$ cat src/rtl/iob_axis_pkg.sv
// Shared definitions for the iob AXI-stream blocks (stream-in, stream-out,
// byte packer).
//   pack_state_e : packer FSM encoding (FILL, HOLD)
//   keep_mask(k) : lane mask with the k lowest bits set. Callers cast the
//                  result down to their own lane count.
package iob_axis_pkg;

  typedef enum logic {
    ST_FILL = 1'b0,
    ST_HOLD = 1'b1
  } pack_state_e;

  // Widest lane count the mask helper supports (1024-bit words).
  localparam int unsigned KEEP_MAX = 128;

  function automatic logic [KEEP_MAX-1:0] keep_mask(input int unsigned k);
    keep_mask = '0;
    for (int unsigned i = 0; i < KEEP_MAX; i++) begin
      if (i < k) keep_mask[i] = 1'b1;
    end
  endfunction

endpackage

$ cat src/rtl/iob_axis_reg_slice.sv
// Single-entry AXI-stream holding register.
// Accepts a new entry whenever it is empty or its current entry drains in the
// same cycle, so back-to-back transfers run at full rate. Payload is held
// stable while m_valid_o=1 and m_ready_i=0.
// Ports:
//   clk, rst_n             : clock, async active-low reset (clears payload too)
//   s_data_i/s_valid_i/s_ready_o : upstream side
//   m_data_o/m_valid_o/m_ready_i : downstream side
module iob_axis_reg_slice #(
  parameter int W = 8
) (
  input  logic         clk,
  input  logic         rst_n,
  input  logic [W-1:0] s_data_i,
  input  logic         s_valid_i,
  output logic         s_ready_o,
  output logic [W-1:0] m_data_o,
  output logic         m_valid_o,
  input  logic         m_ready_i
);

  logic         valid_q, valid_d;
  logic [W-1:0] data_q, data_d;
  logic         load;

  assign s_ready_o = ~valid_q | m_ready_i;
  assign load      = s_valid_i & s_ready_o;

  always_comb begin
    valid_d = valid_q;
    data_d  = data_q;
    if (load) begin
      valid_d = 1'b1;
      data_d  = s_data_i;
    end else if (m_ready_i) begin
      valid_d = 1'b0;
    end
  end

  always_ff @(posedge clk or negedge rst_n) begin
    if (!rst_n) begin
      valid_q <= 1'b0;
      data_q  <= '0;
    end else begin
      valid_q <= valid_d;
      data_q  <= data_d;
    end
  end

  assign m_data_o  = data_q;
  assign m_valid_o = valid_q;

endmodule

$ cat src/rtl/iob_axis_byte_packer.sv
// Packs a byte-wide AXI-stream into DATA_W-bit words with tkeep/tlast.
// A frame ending mid-word is flushed as a partial word with unused lanes
// zeroed. The completing byte goes straight into the output register on the
// edge that accepts it when that register is free; otherwise the word waits
// in the accumulator (HOLD) and input is stalled until the sink drains.
//
//   state | meaning
//   FILL  | collecting bytes, s_tready=1
//   HOLD  | complete word waiting for output register, s_tready=0
//
// Build option: define IOB_AXIS_BYTE_PACKER_BIG_ENDIAN_EN to place byte 0 in
// the MSB lane (partial words MSB-aligned, tkeep set from the MSB down).
// Default is little-endian (byte 0 in bits [7:0]).
// Ports:
//   clk, rst_n                  : clock, async active-low reset
//   s_tdata/s_tvalid/s_tready/s_tlast : byte input stream
//   m_tdata/m_tkeep/m_tvalid/m_tready/m_tlast : packed word output stream
//   frame_cnt                   : completed frames (m_tlast handshakes), wraps
module iob_axis_byte_packer
  import iob_axis_pkg::*;
#(
  parameter  int DATA_W = 32,
  localparam int NBYTES = DATA_W / 8,
  localparam int CNT_W  = $clog2(NBYTES) + 1
) (
  input  logic              clk,
  input  logic              rst_n,
  input  logic [7:0]        s_tdata,
  input  logic              s_tvalid,
  output logic              s_tready,
  input  logic              s_tlast,
  output logic [DATA_W-1:0] m_tdata,
  output logic [NBYTES-1:0] m_tkeep,
  output logic              m_tvalid,
  input  logic              m_tready,
  output logic              m_tlast,
  output logic [15:0]       frame_cnt
);

  localparam logic [CNT_W-1:0] FULL_CNT = CNT_W'(NBYTES);
  localparam int               SLICE_W  = DATA_W + NBYTES + 1;

  pack_state_e       state_q, state_d;
  logic [CNT_W-1:0]  cnt_q, cnt_d, cnt_inc;
  logic [DATA_W-1:0] acc_q, acc_d, acc_nxt;
  logic              last_q, last_d;
  logic              ready_en_q;
  logic [15:0]       frame_cnt_q;

  logic              accept;
  logic              complete;
  logic              out_free;
  logic [CNT_W-1:0]  k_out;
  logic [NBYTES-1:0] keep_lo;
  logic [NBYTES-1:0] keep_out;
  logic [DATA_W-1:0] data_out;
  logic              last_out;
  logic              slice_valid;
  logic [SLICE_W-1:0] slice_in;
  logic [SLICE_W-1:0] slice_out;

  // Held low through reset and for the first cycle after release.
  assign s_tready = ready_en_q & (state_q == ST_FILL);
  assign accept   = s_tvalid & s_tready;

  always_comb begin
    cnt_inc = cnt_q + CNT_W'(1);
    acc_nxt = acc_q;
    for (int i = 0; i < NBYTES; i++) begin
      if (cnt_q == CNT_W'(i)) begin
`ifdef IOB_AXIS_BYTE_PACKER_BIG_ENDIAN_EN
        acc_nxt[DATA_W-8-8*i +: 8] = s_tdata;
`else
        acc_nxt[8*i +: 8] = s_tdata;
`endif
      end
    end
    complete = accept & ((cnt_inc == FULL_CNT) | s_tlast);
  end

  // Word presented to the output register: the frozen accumulator in HOLD,
  // or the accumulator merged with the completing byte in FILL.
  always_comb begin
    if (state_q == ST_HOLD) begin
      k_out       = cnt_q;
      data_out    = acc_q;
      last_out    = last_q;
      slice_valid = 1'b1;
    end else begin
      k_out       = cnt_inc;
      data_out    = acc_nxt;
      last_out    = s_tlast;
      slice_valid = complete;
    end
    keep_lo = NBYTES'(keep_mask(32'(k_out)));
`ifdef IOB_AXIS_BYTE_PACKER_BIG_ENDIAN_EN
    keep_out = '0;
    for (int i = 0; i < NBYTES; i++) begin
      keep_out[NBYTES-1-i] = keep_lo[i];
    end
`else
    keep_out = keep_lo;
`endif
    slice_in = {last_out, keep_out, data_out};
  end

  always_comb begin
    state_d = state_q;
    cnt_d   = cnt_q;
    acc_d   = acc_q;
    last_d  = last_q;
    unique case (state_q)
      ST_FILL: begin
        if (complete) begin
          if (out_free) begin
            cnt_d = '0;
            acc_d = '0;
          end else begin
            state_d = ST_HOLD;
            cnt_d   = cnt_inc;
            acc_d   = acc_nxt;
            last_d  = s_tlast;
          end
        end else if (accept) begin
          cnt_d = cnt_inc;
          acc_d = acc_nxt;
        end
      end
      ST_HOLD: begin
        if (out_free) begin
          state_d = ST_FILL;
          cnt_d   = '0;
          acc_d   = '0;
          last_d  = 1'b0;
        end
      end
      default: state_d = ST_FILL;
    endcase
  end

  always_ff @(posedge clk or negedge rst_n) begin
    if (!rst_n) begin
      state_q    <= ST_FILL;
      cnt_q      <= '0;
      acc_q      <= '0;
      last_q     <= 1'b0;
      ready_en_q <= 1'b0;
    end else begin
      state_q    <= state_d;
      cnt_q      <= cnt_d;
      acc_q      <= acc_d;
      last_q     <= last_d;
      ready_en_q <= 1'b1;
    end
  end

  iob_axis_reg_slice #(
    .W (SLICE_W)
  ) u_out_slice (
    .clk       (clk),
    .rst_n     (rst_n),
    .s_data_i  (slice_in),
    .s_valid_i (slice_valid),
    .s_ready_o (out_free),
    .m_data_o  (slice_out),
    .m_valid_o (m_tvalid),
    .m_ready_i (m_tready)
  );

  assign m_tdata = slice_out[DATA_W-1:0];
  assign m_tkeep = slice_out[DATA_W +: NBYTES];
  assign m_tlast = slice_out[SLICE_W-1];

  always_ff @(posedge clk or negedge rst_n) begin
    if (!rst_n) begin
      frame_cnt_q <= '0;
    end else if (m_tvalid & m_tready & m_tlast) begin
      frame_cnt_q <= frame_cnt_q + 16'd1;
    end
  end

  assign frame_cnt = frame_cnt_q;

endmodule

$ cat config.mk
export PLATFORM = sky130hd
export DESIGN_NAME = iob_axis_byte_packer
export DESIGN_NICKNAME = d
export VERILOG_FILES = /design/src/rtl/iob_axis_pkg.sv /design/src/rtl/iob_axis_reg_slice.sv /design/src/rtl/iob_axis_byte_packer.sv
export SDC_FILE = /design/constraint.sdc
export NUM_CORES = 1
export LEC_CHECK = 0
export BUFFER_PORTS_ARGS = -buffer_cell sky130_fd_sc_hd__buf_4
export CAP_MARGIN = 20
export CELL_PAD_IN_SITES_DETAIL_PLACEMENT = 1
export CELL_PAD_IN_SITES_GLOBAL_PLACEMENT = 2
export CORE_MARGIN = 2
export CORE_UTILIZATION = 37
export DETAILED_ROUTE_END_ITERATION = 8
export PLACE_DENSITY = 0.79
export SYNTH_ARGS = -nofsm -noshare
export SYNTH_HDL_FRONTEND = slang
export SYNTH_SLANG_ARGS = --single-unit
$ cat constraint.sdc
create_clock -name clk -period 2.2 [get_ports clk]
set_input_delay 0.11 -clock clk [delete_from_list [all_inputs] [get_ports clk]]
set_output_delay 0.11 -clock clk [all_outputs]
set_load 0.01 [all_outputs]
Word level (Yosys, flattened, before mapping):

Cells that the tools add are included.

* register bits: 92
* latch bits: 0
* bits in writable memories: 0
* memory bits (read-only): 0
* input bits: 13
* memories kept: 0

* add/subtract/negate cells: 2
* multipliers: 0
* divide/modulo/power cells: 0
* order comparisons: 4
* eq/ne operators: 8
* shift-type cells: 0
* multiplexer cells: 31
* bitwise logic cells: 10
* reduce and logical (&&, ||, !) cells: 4

Operator list (count)
* two-way mux 32 bit: 5
* case mux 32 bit (2 select lines): 1
* two-way mux 8 bit: 4
* adder 16 x 1 -> 16 bit (second input constant): 1
* two-way mux 3 bit: 5
* two-way mux 1 bit: 13
* bitwise AND 1 bit: 6
* equality test 3 x 2 -> 1 bit (second input constant): 2
* less-than comparator 1 x 3 -> 1 bit (first input constant): 2
* less-than comparator 2 x 3 -> 1 bit (first input constant): 2
* case mux 3 bit (2 select lines): 1
* != test 2 bit (second input constant): 2
* case mux 1 bit (2 select lines): 2
* adder 3 x 1 -> 3 bit (second input constant): 1
* equality test 3 x 1 -> 1 bit (second input constant): 1
* equality test 3 bit (second input constant): 1
* logical NOT 3 bit: 1
* != test 3 bit (second input constant): 1
* AND reduction 3 bit: 1
* != test 2 x 1 -> 1 bit (second input constant): 1
* NOT 1 bit: 2
* bitwise OR 1 bit: 2
* AND reduction 2 bit: 1
* nonzero test 2 bit: 1

Longest topological paths before layout:

Gate-level depths: netlist (run 1).

* depth after elaboration: 7
* mapped depth: 8
* depth with buffers taken out: 6

By module:

From an unflattened synthesis (run 1), not the netlist that was laid out.

* cell total of the unflattened synthesis: 310
* area, all modules: 4315.4 µm²

Modules (own cells, without submodules)
* iob_axis_byte_packer: instances 1, cells an instance 229, area an instance 2742.6 µm², seq. area each 1351.3 µm²
* iob_axis_reg_slice: instances 1, cells an instance 81, area an instance 1572.8 µm², seq. area each 950.9 µm²

Worst setup path before layout (run 1):

Ideal clock, no wire load.

* path kind: register -> register
* from: register cnt_q[0]
* to: register u_out_slice.data_q[10], in the netlist u_out_slice.m_data_o[10]
* library setup time: 0.127 ns
* data arrival time: 1.649 ns
* slack: 0.424 ns
* stages on the path, launching flop included: 8
* path buffers: 2
* clock period less this slack: 1.776 ns
* path through: dfrtp_1 > ha_1 > ha_1 > o211ai_4 > a21o_1 > buf_2 > buf_2 > o21ai_0

* longest elaborated chain between the ends: 6

RTL lines
* start, declared: RTL line iob_axis_byte_packer.sv:44 `logic [CNT_W-1:0] cnt_q, cnt_d, cnt_inc;`
* start signal, assigned: RTL line iob_axis_byte_packer.sv:150 `cnt_q <= cnt_d;`
* adder 3 x 1 -> 3 bit: RTL line iob_axis_byte_packer.sv:67 `cnt_inc = cnt_q + CNT_W'(1);`
* equality test 3 bit: RTL line iob_axis_byte_packer.sv:78 `complete = accept & ((cnt_inc == FULL_CNT) | s_tlast);`
* bitwise OR 1 bit: RTL line iob_axis_byte_packer.sv:78
* bitwise AND 1 bit: RTL line iob_axis_byte_packer.sv:78
* two-way mux 1 bit: RTL line iob_axis_byte_packer.sv:84 `if (state_q == ST_HOLD) begin`
* bitwise AND 1 bit: RTL line iob_axis_reg_slice.sv:27 `assign load = s_valid_i & s_ready_o;`
* end signal, assigned: RTL line iob_axis_reg_slice.sv:46 `data_q <= data_d;`
* end, declared: RTL line iob_axis_reg_slice.sv:23 `logic [W-1:0] data_q, data_d;`

Parallel ways exist; a longest one is shown, timed or not.
A chain may end at the register's enable or synchronous reset.

Final worst setup path (run 1):

* from: register cnt_q[0]
* to: register acc_q[19]

* longest elaborated chain between the ends: 6

RTL lines
* adder 3 x 1 -> 3 bit: RTL line iob_axis_byte_packer.sv:67
* equality test 3 bit: RTL line iob_axis_byte_packer.sv:78
* bitwise OR 1 bit: RTL line iob_axis_byte_packer.sv:78
* bitwise AND 1 bit: RTL line iob_axis_byte_packer.sv:78
* two-way mux 32 bit / != test 3 bit (equally long branches)
* case mux 32 bit (2 select lines) / AND reduction 2 bit (equally long branches)
* end signal, assigned: RTL line iob_axis_byte_packer.sv:145 `acc_q <= '0;`
* end signal, assigned: RTL line iob_axis_byte_packer.sv:151 `acc_q <= acc_d;`
* end, declared: RTL line iob_axis_byte_packer.sv:45 `logic [DATA_W-1:0] acc_q, acc_d, acc_nxt;`

Parallel ways exist; a longest one is shown, timed or not. The select of a mux whose other input is x is not followed.

==> results_dict.tcl, run 1 <==
set metrics [dict create \
    rows 38 \
    die_area_um2 12200 \
    critical-path-slowest-cell "dfrtp_1" \
    port_buffers 67 \
    fin_ws_ps 137 \
    setup-tns-final_ps 0 \
    die_w_um 111 \
    crit_top_cell "ha_1" \
    start_util_pct 38.3 \
    yosysWarnings 0 \
    placed_area_um2 4810 \
    ys_types 51 \
    clkPwrFrac_pct 26.1 \
    min-delay-path-class "in -> reg" \
    area_growth_pct 22.8 \
    worst_ep_arrival_time_ps 2330 \
    cts_sinks 92 \
    coreArea_um2 11000 \
    finalCritPeriodShare_pct 93.8 \
    status "finished clean" \
    grt_antenna_before_repair 0 \
    syn_nets 379 \
    instances_no_fill 566 \
    p_per_area_nw_per_um2 1290 \
    design_area_um2 5160 \
    multi_input_area_um2 1740 \
    wirelength_mm 9.69 \
    power_mw 6.66 \
    cts_made_buffers 9 \
    crit_path_start_kind "flop" \
    rsz0062_at_grt "false" \
    max-slew-margin-rel_pct 56.7 \
    switchingPower_mw 2.13 \
    wl_per_cell_um 17.1 \
    drive_above_1_share_pct 26.1 \
    ctsLongestPathBuffers 2 \
    cts_htree_levels 3 \
    cts.clk_slew.worst_paths_ps 60 \
    crit_path_max_incr_delay_ps 450 \
    post-place-ws_ps 210 \
    setup_viol 0 \
    period_minus_slack_ps 2060 \
    io_pins 68 \
    dp_hpwl_mm 6.65 \
    tritoncts "built" \
    regArea_um2 2300 \
    synthCells 359 \
    cap_violations 0 \
    slew_violations 0 \
    end_kind "flop" \
    p_seq_share_pct 40.6 \
    syn_avg_cell_area_um2 11.7 \
    grtUsageTotal_pct 16.7 \
    synth_enable_flop_cells 0 \
    crit_family "compound AO/OA/AOI/OAI gates" \
    crit_chain "ha_1, ha_1, o211ai_4, o21ai_4, o21ai_2, a22o_1" \
    intPower_mw 4.53 \
    ys.flop_type "dfrtp_1" \
    dpl.cell_count 549 \
    fin_nets 441 \
    overflow 0 \
    worst_pin_slew_ps 649 \
    ys_ff_latch 92 \
    root_buffer "clkbuf_16" \
    swShare_pct 32.0 \
    vias_per_cell 5.24 \
    syn_area_um2 4200 \
    nFillCells 1164 \
    grt_max_degree 49 \
    drc 0 \
    antennaDiodeCount 0 \
    p_leak_nw 2.43 \
    fmax_mhz 485 \
    drtPass1Iterations 4 \
    async_flop_share_pct 100 \
    finalHoldViolations 0 \
    pwr-share-comb_pct 33.4 \
    crit_type "reg -> reg" \
    whs_ps 70.3 \
    first_iter_violations 112 \
    die_h_um 111 \
    grt_pass1_vias 3142 \
    insertion_delay_ps 340 \
    ys_seq_area_share_pct 54.8 \
    worstPathMaxFanout 8 \
    final_antenna_net_count 0 \
    grt_pass1_wl_mm 16.5 \
    postLayoutCoreUtil_pct 47.0 \
    dr_total_vias 2965 \
    path_buf_inv 0 \
    fin_skew_ps 7.31 \
    gp_congestion 0.724 \
    irDropWorstVdd_uv 598 \
    required_ps 2470 \
]
[cells by family after synthesis]
group,synth area share [%]
buffers and inverters,3.78
other,0.0892
AND/OR/NAND/NOR,12.1
XOR/XNOR,3.30
adder cells (fa/ha/maj),2.08
flip-flops,54.8
AO/OA/AOI/OAI,15.2
multiplexers,8.69
[timing repair]
item | in CTS | in global routing
hold buffers | 1 | 0
gates resized for setup | 0 | 2
setup buffers | 0 | 0
hold endpoints to repair | 47 | 0
setup endpoints to repair | 0 | 2
[registers in the layout (all words and copies together), names as in the netlist]
register / count
u_out_slice.m_data_o: 37
acc_q: 32
frame_cnt: 16
cnt_q: 3
last_q: 1
ready_en_q: 1
state_q: 1
u_out_slice.m_valid_o: 1
[layout by cell type, fill, tap and decap left out, types with 2 or more instances in the layout]
cell type  Yosys  layout
clkbuf_16      0       9
dfrtp_1       92      92
ha_1           7       7
buf_12         0       2
nor2_1         4       4
o21ai_1        7       7
nand4_1        4       4
nand3_1        7       7
xnor2_1       13      13
o21ai_2        4       4
nor2_4         2       2
clkbuf_1       2       2
and2_1         4       4
nor3_4         2       2
a32o_1         8       8
nand2_1       46      46
inv_1          4       4
a22oi_1        3       3
or3_1          2       2
and3_1         3       3
nand2b_1       2       2
o21ai_0       34      34
bufinv_16      0       3
buf_4          8      70
nor2b_1        6       6
mux2i_1       32      32
clkinv_2       0       2
nand2_4        2       2
a22o_1        24      24
mux2_2         2       2
[cell usage after synthesis (2+ instances only)]
master,instances,area [µm²]
buf_2,5,25.0
buf_4,8,60.1
a22oi_1,3,22.5
mux2i_1,32,320
nand3_1,7,35.0
o21ai_0,34,170
nand2_4,2,22.5
nor2_1,4,15.0
nand4_1,4,25.0
nor2_4,2,22.5
clkbuf_1,2,7.51
mux2_2,2,22.5
nand2b_1,2,12.5
o21ai_1,7,35.0
buf_6,2,22.5
inv_1,4,15.0
o21ai_2,4,35.0
buf_1,6,22.5
a22o_1,24,210
xnor2_1,13,114
dfrtp_1,92,2300
nor3_4,2,32.5
ha_1,7,87.6
nor2b_1,6,37.5
or3_1,2,12.5
nand2_1,46,173
and3_1,3,18.8
and2_1,4,25.0
a32o_1,8,80.1
[final timing paths]
| kind | slack, ps | start | cells past startpoint | endpoint |
|---|---|---|---|---|
| max reg2reg | 140 | cnt_q[0] | 6 | acc_q[19] |
| max | 140 | cnt_q[0] | 6 | acc_q[19] |
| max in group asynchronous | 1200 | rst_n | 3 | u_out_slice.m_data_o[22] |
| min reg2reg | 480 | frame_cnt[15] | 1 | frame_cnt[15] |
| min | 70 | s_tdata[7] | 2 | acc_q[23] |
| min in group asynchronous | 340 | rst_n | 2 | u_out_slice.m_valid_o |
[power by group through the flow]
stage          Sequential (mW)  Clock, mW  Combinational, mW
2_1_floorplan             2.81          0               1.20
3_3_place_gp              2.70          0               2.19
3_5_place_dp              2.73          0               2.25
4_1_cts                   2.71       1.77               2.27
5_1_grt                   2.79       1.84               2.47
6_report                  2.70       1.74               2.22
[per-layer routing]
layer | routed length, µm | up-vias | global-route usage [%]
met2 | 4800 | 48 | 27.3
met4 | 102 | 0 | 4.25
met3 | 301 | 7 | 4.06
met1 | 4490 | 1512 | 22.3
li1 | - | 1398 | -
met5 | 0 | - | 0
[layout make-up]
class / count / share of cell area (%)
repair buffers: 74 / 11.4
flip-flops and latches: 92 / 44.6
well taps: 140 / 3.39
multi-input cells: 239 / 33.8
inverters: 5 / 0.412
clock inverters: 5 / 1.94
clock buffers: 11 / 4.51
(Power assumes the default switching activity.)
==> run 2, diff against run 1 <==
--- a/config.mk
+++ b/config.mk
@@ -10,9 +10,10 @@
 export CELL_PAD_IN_SITES_DETAIL_PLACEMENT = 1
 export CELL_PAD_IN_SITES_GLOBAL_PLACEMENT = 2
 export CORE_MARGIN = 2
-export CORE_UTILIZATION = 37
+export CORE_UTILIZATION = 39
 export DETAILED_ROUTE_END_ITERATION = 8
 export PLACE_DENSITY = 0.79
 export SYNTH_ARGS = -nofsm -noshare
 export SYNTH_HDL_FRONTEND = slang
+export SYNTH_HIERARCHICAL = 1
 export SYNTH_SLANG_ARGS = --single-unit
==> run 2 against run 1 <==
Compared with the run above: maximum frequency down 2.6%; clock-buffer cell count down 1; core utilization up 1.2 points; global-route usage up 0.20 points; total power down 20%; non-clock buffer count up 3; design area up 1.2%; highest routed layer unchanged; register-to-register slack worse by 50 ps; worst setup slack worse by 54 ps; cell count down 6.2%; sequential cell count unchanged; critical path depth unchanged.
==> results_dict.tcl, run 2 <==
set metrics [dict create \
    worst_pin_slew_ps 579 \
    cts_made_buffers 9 \
    rsz0062_at_grt "true" \
    coreArea_um2 10800 \
    final_cell_mix "dfrtp_1, buf_4, mux2_2, mux2_4, a22o_1" \
    crit_type "reg -> reg" \
    syn_avg_cell_area_um2 13.9 \
    yosysWarnings 6 \
    swShare_pct 30.1 \
    dpl.cell_count 514 \
    final_antenna_net_count 0 \
    worstPathMaxFanout 8 \
    yosys-top-cells-area "dfrtp_1, mux2_2, mux2_4, a22o_1, xnor2_1" \
    grt_pass1_wl_mm 15.3 \
    synthCells 310 \
    antennaDiodeCount 0 \
    synth_enable_flop_cells 0 \
    syn_nets 330 \
    cts_sinks 92 \
    drc 0 \
    dr_total_vias 2762 \
    intPower_mw 3.71 \
    die_h_um 109 \
    power_mw 5.30 \
    synth_commonest_cells "dfrtp_1, mux2_2, mux2_4" \
    max-slew-margin-rel_pct 61.4 \
    gp_congestion 0.721 \
    first_iter_violations 87 \
    port_buffers 67 \
    ctsLongestPathBuffers 2 \
    regArea_um2 2300 \
    grt_pass1_vias 2890 \
    postLayoutCoreUtil_pct 48.2 \
    async_flop_share_pct 100 \
    ys_ff_latch 92 \
    rows 38 \
    start_util_pct 39.8 \
    fin_nets 406 \
    dp_hpwl_mm 6.52 \
    ys_seq_area_share_pct 53.3 \
    end_kind "flop" \
    instances_no_fill 531 \
    largest_reg_flops 37 \
    cts_htree_levels 3 \
    finalHoldViolations 0 \
    vias_per_cell 5.20 \
    io_pins 68 \
    multi_input_area_um2 1890 \
    drtPass1Iterations 4 \
    fmax_mhz 472 \
    p_leak_nw 2.62 \
    required_ps 2520 \
    placed_area_um2 4980 \
    synth_most_common_cell "dfrtp_1" \
    cap_violations 0 \
    ys_types 41 \
    nFillCells 1126 \
    worst_ep_arrival_time_ps 2430 \
    design_area_um2 5220 \
    grtUsageTotal_pct 16.9 \
    switchingPower_mw 1.60 \
    finalCritPeriodShare_pct 96.2 \
    whs_ps 36.7 \
    wirelength_mm 9.35 \
    area_growth_pct 21.0 \
    final_common_cell "dfrtp_1" \
    grt_antenna_before_repair 0 \
    cts_setup_buffers 0 \
    grt_max_degree 50 \
    fin_ws_ps 83.0 \
    insertion_delay_ps 370 \
    tritoncts "built" \
    ys.flop_type "dfrtp_1" \
    clkPwrFrac_pct 24.4 \
    slew_violations 0 \
    overflow 0 \
    cts.clk_slew.worst_paths_ps 100 \
    p_seq_share_pct 43.6 \
    setup_viol 0 \
    yosysTopAreaCell "dfrtp_1" \
    post-place-ws_ps 84.1 \
    status "finished clean" \
    syn_area_um2 4320 \
    yosysTopAreaCellShare_pct 53.3 \
    fin_skew_ps 9.53 \
    irDropWorstVdd_uv 408 \
    setup-tns-final_ps 0 \
    die_area_um2 11900 \
    root_buffer "clkbuf_8" \
    drive_above_1_share_pct 46.0 \
    min-delay-path-class "in -> reg" \
    wl_per_cell_um 17.6 \
    p_per_area_nw_per_um2 1020 \
    pwr-share-comb_pct 32.0 \
    die_w_um 109 \
    period_minus_slack_ps 2120 \
    crit_path_start_kind "flop" \
]
-- run 2: cell types whose count changed after synthesis, moves of 7 or more --
cell,before,now
mux2_4,0,30
mux2i_1,32,1
mux2_2,2,42
nand2_1,46,14
o21ai_0,34,4
o21ai_1,7,0
buf_4,8,1
-- run 2: what timing repair did --
item	CTS	global route
resized for setup	0	1
endpoints found under the setup margin	0	9
hold buffers	1	0
hold endpoints to repair	43	0
-- run 2: final timing paths --
check	from	endpoint	slack (ps)	depth (start not counted)
setup / recovery	cnt_q[0]	acc_q[6]	80	6
hold / removal	s_tdata[0]	acc_q[8]	40	2
setup reg to reg	cnt_q[0]	acc_q[6]	80	6
hold reg to reg	frame_cnt[15]	frame_cnt[15]	480	1
max in group asynchronous	rst_n	u_out_slice/m_data_o[4]	1280	3
min in group asynchronous	rst_n	u_out_slice/m_data_o[35]	270	2
-- run 2: routing by layer --
layer / up-vias / wire length (µm) / global-route usage (%)
li1: 1277 / - / -
met1: 1433 / 4390 / 22.8
met2: 40 / 4540 / 27.0
met3: 12 / 262 / 2.75
met4: 0 / 158 / 7.05
met5: - / 0 / 0
-- run 2: logic make-up (layout without fill, tap and decap cells) --
group | count (synthesis) | in the layout | share of synthesized area [%]
AO/OA/AOI/OAI | 49 | 49 | 9.68
XOR/XNOR | 15 | 15 | 3.04
adder cells (fa/ha/maj) | 7 | 7 | 2.03
buffers and inverters | 19 | 100 | 3.02
flip-flops | 92 | 92 | 53.3
multiplexers | 73 | 73 | 21.6
other | 1 | 1 | 0.0869
AND/OR/NAND/NOR | 54 | 54 | 7.16
-- run 2: critical path, cell delays in order, from the launching register on --
cell	delay [ps]
dfrtp_1	420
ha_1	230
ha_1	230
o21a_1	190
or3_1	470
nor2_2	340
a22o_1	190
-- run 2: power by group through the flow --
| stage | sequential (mW) | combinational [mW] | clock [mW] |
|---|---|---|---|
| after detailed placement | 2.35 | 1.71 | 0 |
| final | 2.31 | 1.69 | 1.30 |
| after CTS | 2.32 | 1.72 | 1.34 |
| after global placement | 2.33 | 1.69 | 0 |
| after global routing | 2.37 | 1.85 | 1.40 |
| after floorplan | 2.42 | 0.911 | 0 |
-- run 2: final cells by class --
| type | count | share of cell area, % |
|---|---|---|
| flip-flops and latches | 92 | 44.1 |
| multi-input cells | 199 | 36.2 |
| repair buffers | 77 | 11.6 |
| well taps | 140 | 3.35 |
| clock buffers | 10 | 2.64 |
| clock inverters | 6 | 1.68 |
| inverters | 7 | 0.503 |
